File: config.mk
export PLATFORM = sky130hd
export DESIGN_NAME = box_cmd_seq
export DESIGN_NICKNAME = d
export VERILOG_FILES = /design/src/rtl/box_cmd_seq.sv
export SDC_FILE = /design/constraint.sdc
export NUM_CORES = 1
export LEC_CHECK = 0
export CAP_MARGIN = 15
export CORE_ASPECT_RATIO = 0.5
export CORE_UTILIZATION = 55
export DETAILED_ROUTE_END_ITERATION = 8
export PLACE_DENSITY = 0.85
export SYNTH_ARGS = -nofsm -noshare
export SYNTH_HDL_FRONTEND = slang
export SYNTH_SLANG_ARGS = --single-unit
export TNS_END_PERCENT = 30
File: constraint.sdc
create_clock -name clk -period 2.8 [get_ports clk]
set_input_delay 0.56 -clock clk [delete_from_list [all_inputs] [get_ports clk]]
set_output_delay 0.56 -clock clk [all_outputs]
set_load 0.02 [all_outputs]
File: src/rtl/box_cmd_seq.sv
// box_cmd_seq: FIFO-buffered read/write command sequencer driving the 4-entry register box.
// Define BOX_SEQ_RDBACK_EN to read back and verify every write before responding.
module box_cmd_seq #(
  parameter int DATA_W     = 8,
  parameter int ADDR_W     = 2,
  parameter int FIFO_DEPTH = 4,
  parameter int TIMEOUT    = 15
) (
  input  logic              clk,
  input  logic              rst,
  input  logic              cmd_valid,
  output logic              cmd_ready,
  input  logic              cmd_write,
  input  logic [ADDR_W-1:0] cmd_addr,
  input  logic [DATA_W-1:0] cmd_wdata,
  output logic              rsp_valid,
  input  logic              rsp_ready,
  output logic [DATA_W-1:0] rsp_data,
  output logic              rsp_err,
  output logic              box_read_enable,
  output logic              box_write_enable,
  output logic [DATA_W-1:0] box_write_data,
  output logic [ADDR_W-1:0] box_address,
  input  logic [DATA_W-1:0] box_read_data,
  input  logic              box_read_active,
  output logic              busy
);
  localparam int PW = $clog2(FIFO_DEPTH);
  localparam int EW = 1 + ADDR_W + DATA_W;
  localparam int TW = $clog2(TIMEOUT + 1);
`ifdef BOX_SEQ_RDBACK_EN
  typedef enum logic [2:0] {IDLE, WRITE, READ_WAIT, VERIFY, RESP} state_t;
`else
  typedef enum logic [2:0] {IDLE, WRITE, READ_WAIT, RESP} state_t;
`endif
  state_t state;
  logic [EW-1:0] mem [FIFO_DEPTH];
  logic [PW-1:0] wr_ptr, rd_ptr;
  logic [PW:0] count;
  logic [TW-1:0] tcnt;
  logic push, pop, chk;
  logic [EW-1:0] head;
  assign cmd_ready = count != (PW+1)'(FIFO_DEPTH);
  assign push = cmd_valid && cmd_ready;
  assign pop = state == IDLE && count != '0;
  assign head = mem[rd_ptr];
  assign busy = count != '0 || state != IDLE;
`ifdef BOX_SEQ_RDBACK_EN
  assign chk = state == VERIFY;
`else
  assign chk = 1'b0;
`endif
  always_ff @(posedge clk)
    if (push) mem[wr_ptr] <= {cmd_write, cmd_addr, cmd_wdata};
  always_ff @(posedge clk or negedge rst)
    if (!rst) begin
      state <= IDLE;
      wr_ptr <= '0;
      rd_ptr <= '0;
      count <= '0;
      tcnt <= '0;
      rsp_valid <= 1'b0;
      rsp_data <= '0;
      rsp_err <= 1'b0;
      box_read_enable <= 1'b0;
      box_write_enable <= 1'b0;
      box_write_data <= '0;
      box_address <= '0;
    end else begin
      if (push) wr_ptr <= wr_ptr + 1'b1;
      if (pop) rd_ptr <= rd_ptr + 1'b1;
      count <= count + (PW+1)'(push) - (PW+1)'(pop);
      case (state)
        IDLE: if (pop) begin
          box_address <= head[DATA_W +: ADDR_W];
          tcnt <= '0;
          if (head[EW-1]) begin
            box_write_enable <= 1'b1;
            box_write_data <= head[DATA_W-1:0];
            state <= WRITE;
          end else begin
            box_read_enable <= 1'b1;
            state <= READ_WAIT;
          end
        end
        WRITE: begin
          box_write_enable <= 1'b0;
`ifdef BOX_SEQ_RDBACK_EN
          box_read_enable <= 1'b1;
          tcnt <= '0;
          state <= VERIFY;
`else
          rsp_data <= box_write_data;
          rsp_err <= 1'b0;
          rsp_valid <= 1'b1;
          state <= RESP;
`endif
        end
`ifdef BOX_SEQ_RDBACK_EN
        READ_WAIT, VERIFY: begin
`else
        READ_WAIT: begin
`endif
          if (box_read_active) begin
            rsp_data <= box_read_data;
            rsp_err <= chk && box_read_data != box_write_data;
            box_read_enable <= 1'b0;
            rsp_valid <= 1'b1;
            state <= RESP;
          end else if (tcnt == TW'(TIMEOUT - 1)) begin
            rsp_data <= '0;
            rsp_err <= 1'b1;
            box_read_enable <= 1'b0;
            rsp_valid <= 1'b1;
            state <= RESP;
          end else tcnt <= tcnt + 1'b1;
        end
        RESP: if (rsp_ready) begin
          rsp_valid <= 1'b0;
          state <= IDLE;
        end
        default: state <= IDLE;
      endcase
    end
endmodule

Yosys cells after proc, flatten, opt, wreduce, memory -nomap -nowiden --
Memory sizes are Yosys's and may differ from the RTL's. Cells that the tools add are included.
Operators by class: add/sub/neg operators 5, eq/ne operators 12, muxes and demuxes 29, reductions and logical operators 18
Operators with widths (count):
- 8-bit 2-to-1 mux | 2
- 8-bit one-hot mux with 2 select lines | 1
- 1-bit 2-to-1 mux | 12
- 3-bit 2-to-1 mux | 4
- 4-bit 2-to-1 mux | 3
- 2-bit inequality test, second input constant | 6
- 3-bit one-hot mux with 4 select lines | 1
- 3-bit AND reduction | 4
- 3-bit nonzero test | 3
- 4-bit one-hot mux with 2 select lines | 1
- 4-bit AND reduction | 2
- 3-bit by 2-bit == test with 1-bit output, second input constant | 2
- 3-bit inequality test, second input constant | 2
- 1-bit one-hot mux with 2 select lines | 3
- 2-bit nonzero test | 3
- 2-bit by 1-bit adder with 2-bit output, second input constant | 2
- 4-bit by 1-bit adder with 4-bit output, second input constant | 1
- 4-bit == test, second input constant | 1
- 2-bit AND reduction | 2
- 3-bit by 1-bit adder with 3-bit output | 1
- 3-bit by 1-bit == test with 1-bit output, second input constant | 1
- 3-bit zero test | 1
- 1-bit one-hot mux with 3 select lines | 1
- 3-bit by 1-bit subtractor with 3-bit output | 1
- other kinds (3) | 4
Word-level totals: bits in registers 36, memory bits (writable) 44, bits of input ports 24, logic and storage cells 77, memories kept 1
Memory list:
- mem | words 4, width 11, read ports 1, clocked after memory_dff 0, wr ports 1, RTL line 37 | logic [EW-1:0] mem [FIFO_DEPTH];

Depth between registers and ports, before layout --
depth in word-level cells 4, gate-level depth with buffers 8, mapped depth without buffers 7

Worst setup path after synthesis --
Ideal clock, no wire load.
kind flip-flop to flip-flop, start register count[1], end register count[2], data arrival time 1.892 ns, data required time 2.677 ns, path slack 0.786 ns, stages on the path, launching flop included 9, path buffers 1, clock period less this slack 2.014 ns, cells stage by stage dfrtp_1 -> nor2_1 -> nand2_1 -> and2_1 -> clkbuf_1 -> xnor2_1 -> ha_1 -> fa_1 -> xnor2_1
On the way: longest elaborated chain between the ends 4, elaborated cells between the ends (all ways) 6, classes of those cells add/sub (2); eq/ne (1); reduce/logical (3)
RTL lines:
- start, declared | RTL line 39 | logic [PW:0] count;
- start signal, assigned | RTL line 72 | count <= count + (PW+1)'(push) - (PW+1)'(pop);
- 3-bit inequality test | RTL line 43 | assign cmd_ready = count != (PW+1)'(FIFO_DEPTH);
- via cmd_ready | RTL line 12 | output logic cmd_ready,
- 1-bit logical AND | RTL line 44 | assign push = cmd_valid && cmd_ready;
- 3-bit by 1-bit adder with 3-bit output | RTL line 72
- 3-bit by 1-bit subtractor with 3-bit output | RTL line 72
The timed path passes the listed nets, and every way through them passes these cells. A chain may end at the register's enable or synchronous reset.

Worst setup path in the final report --
start register state[0], end output port busy
On the way: longest elaborated chain between the ends 2
RTL lines:
- start, declared | RTL line 36 | state_t state;
- start signal, assigned | RTL line 57 | state <= IDLE;
- start signal, assigned | RTL line 80 | state <= WRITE;
- start signal, assigned | RTL line 83 | state <= READ_WAIT;
- 3-bit nonzero test | RTL line 47 | assign busy = count != '0 || state != IDLE;
- 1-bit logical OR | RTL line 47
- end, declared | RTL line 26 | output logic busy
Every way passes these cells.

==> Implementation_results.wiki <==
{| class="wikitable"
! Metric !! Value
|-
| Clock share of power || 22.3%
|-
| Placement-stage cell area || 3980 sq um
|-
| Core Box Area || between 5000 and 6000 sq um
|-
| Sum of negative setup slack || 0 ps
|-
| Most instantiated library cell after synthesis || edfxtp_1
|-
| Count of distinct cell types in the synthesized netlist || 38
|-
| NumNets Final || 323
|-
| Via density || between 5 and 6
|-
| Vias in the first global route || 2196
|-
| Fraction of the cycle the final worst path needs || 94.9%
|-
| Path class of the lowest-slack min-delay path || reg2reg
|-
| Most used flip-flop cell after synthesis || edfxtp_1
|-
| Overall die area || 6540 sq um
|-
| Die boundary height || 57.7 um
|-
| Worst-case hold slack || 494 ps
|-
| Largest fanout on the critical path || 8
|-
| Final Hold Fails || 0
|-
| Largest buffer count on any clock path || 2
|-
| Outcome || complete, no violations
|-
| CTS H-tree lvls || 3
|-
| Cts-stage hold buffer count || 0
|-
| Clock period minus final worst setup slack || 2660 ps
|-
| Maximum ir drop on the vdd rail || ~0.51 mV
|-
| Fin Clk Skew || 4.98 ps
|-
| ANT cells || 0
|-
| Synthesized area || 3410 sq um
|-
| Starting DRC count in detailed routing || 150
|-
| Total via count after detailed routing || 2068
|-
| CP startpoint kind || register
|-
| Yosys reg bits || 79
|-
| CTS tree || built
|-
| Final core utilization || around 75%
|-
| DRC Markers || 0
|-
| Clk sinks || slightly below 80
|-
| Global-route usage over all layers || 24.7%
|-
| Synth top cells by count || 44 x edfxtp_1, 35 x dfrtp_1, 21 x a21oi_1
|-
| Critical path endpoint category || output port
|-
| Warnings from Yosys || 0
|-
| Clock latency on the worst-skew pair || 330 ps
|-
| Max-Cap Viols || 0
|-
| Synth top area share || approximately 39%
|-
| Endpoint of the most critical register-to-register path || count[2]
|-
| Maximum clock rate || 376 MHz
|-
| RSZ-0062 raised after global routing || false
|-
| Mean instance size in the synthesized netlist || 14.8 sq um
|-
| Cell taking the most area after synthesis || edfxtp_1
|-
| Share of total power consumed by net switching || between 30% and 40%
|-
| Post-synth net total || 268
|-
| Share of synthesized registers carrying an async set or reset || 44.3%
|-
| HPWL after detailed placement || 4.76 mm
|-
| Combinational group share of total power || 41.0%
|-
| Number of enable flip-flop cells after synthesis || 44
|-
| Remaining antenna violation count after routing || 0
|-
| Number of antenna violations at the first check in global routing || 0
|-
| Cts bufs inserted || 9
|-
| Grt ovf || 0
|-
| Pin count of the biggest net entering global routing || 36
|-
| Transition time at the pin with the least slew margin || 655 ps
|-
| Final weighted congestion in routability-driven placement || 0.772
|-
| Share of layout cells above drive strength 1 || 14.8%
|-
| Worst max-slew margin expressed relative to the limit || 56.3%
|-
| Top cells by area in the synthesized netlist || edfxtp_1 39%, dfrtp_1 26%, mux4_2 5.9%
|-
| Slew Limit Fails || 0
|-
| Register-to-Register Setup Slack || 660 ps
|-
| Share of power burned in registers || 36.7%
|-
| Final wirelength || 7.16 mm
|-
| Source of the worst hold timing path || box_address[1]
|-
| Cell area power density || 1210 nW/um^2
|-
| Required time of the worst setup path || between 2000 and 2500 ps
|-
| Clk pin slew, worst setup/hold paths || about 60 ps
|-
| Total number of placement rows || 19
|-
| Die W || 113 um
|-
| Signed area change from the synthesized netlist to the final layout || 25.8%
|-
| Number of detailed-routing iterations run before antenna repair || 4
|-
| Start-to-end type of the worst setup path || reg2out
|-
| Effective utilization at floorplan || 59.6%
|-
| Beginning of the worst register-to-register path || count[1]
|-
| WL/cell || about 19 um
|-
| Leak Pwr || about 1.7 nW
|-
| Setup-violating endpoint count in the final report || 0
|-
| Post-layout instance area || 4290 sq um
|-
| Count of input and output buffers || 47
|-
| Internal cell power || 3.33 mW
|-
| Total net switching power || 1.87 mW
|-
| Worst R2R Path Depth || 5
|-
| Worst Path Arrival || 2100 ps
|-
| Proportion of synthesized chip area in sequential cells || 64.4%
|-
| Cell count after synthesis || 231
|-
| Worst hold path cell count || 2
|-
| Number of top-level pins || 48
|-
| Root buffer cell || clkbuf_16
|-
| Wire length of the first global-routing pass || 11.5 mm
|-
| Hold Path Sink || box_address[1]
|}
==> critical path, cell delays in order, from the launching register on <==
cell	delay, ps
dfrtp_1	430
inv_1	110
ha_2	270
nor4b_4	270
inv_2	120
clkdlybuf4s50_1	560
==> power groups by stage <==
stage               combinational, mW  clock [mW]  sequential [mW]
finish                           2.13        1.16             1.91
global route                     2.28        1.22             1.95
CTS                              2.14        1.17             1.90
detailed placement               2.07           0             1.91
global placement                 1.97           0             1.87
floorplan                        1.23           0             2.01
==> state kept, by name (all words and copies together), names as in the netlist <==
signal	flops
box_read_enable	1
rsp_data	8
box_write_enable	1
box_write_data	8
rsp_valid	1
count	3
mem	44
wr_ptr	2
rsp_err	1
tcnt	4
rd_ptr	2
box_address	2
state	2
==> per-stage QoR <==
stage,power (mW),std cells,setup slack (ps)
after floorplan,3.24,231,786
after global placement,3.84,359,465
after detailed placement,3.98,359,409
after CTS,5.21,375,16.6
after global routing,5.46,375,30.1
final,5.20,375,143
==> final cells by class <==
| type | count | area [sq um] |
|---|---|---|
| sequential | 79 | 2200 |
| fill | 343 | 1440 |
| multi-input combinational | 139 | 1170 |
| timing repair buffer | 50 | 493 |
| clock buffer | 11 | 233 |
| tap | 84 | 105 |
| clock inverter | 5 | 65.1 |
| inverter | 7 | 26.3 |
==> routing by layer <==
layer / routed length (um) / up-vias / global-route usage [%]
met5: 0 / - / 0
li1: - / 955 / -
met2: 3690 / 76 / 44.1
met1: 2910 / 1019 / 29.5
met4: 154 / 0 / 10.5
met3: 405 / 18 / 6.07
==> cells in the final DEF, fill, tap and decap left out, drive strengths merged, types with 9 or more instances in the layout <==
| master | Yosys | layout |
|---|---|---|
| dfrtp | 35 | 35 |
| ha | 12 | 12 |
| nor2 | 16 | 16 |
| edfxtp | 44 | 44 |
| nand2 | 15 | 15 |
| inv | 7 | 9 |
| mux2 | 9 | 9 |
| a21oi | 22 | 22 |
| o21ai | 10 | 10 |
| nor2b | 11 | 11 |
| mux4 | 11 | 11 |
| clkdlybuf4s50 | 0 | 47 |
| clkbuf | 3 | 11 |
==> cells by family after synthesis <==
family	Yosys count	share of synthesized area, %
buffers and inverters	13	1.58
and+or+nand+nor	59	9.06
adders and majority gates	13	4.99
AOI/OAI and AO/OA	41	7.11
xor gates and xnor gates	6	1.54
muxes	20	11.3
DFF	79	64.4
==> worst max path at each step <==
stage	from	end	cells past startpoint
after global placement	state[0]	busy	5
final	state[0]	busy	5
after detailed placement	state[0]	busy	5
after floorplan	count[1]	count[2]	8
after global routing	state[0]	busy	5
after CTS	state[0]	busy	5
==> repair_timing <==
action,4_1_cts,5_1_grt
gates resized for setup,0,2
buffers inserted,0,0
setup endpoints to repair,0,1
Note: power is estimated with default switching activity, not from simulation.
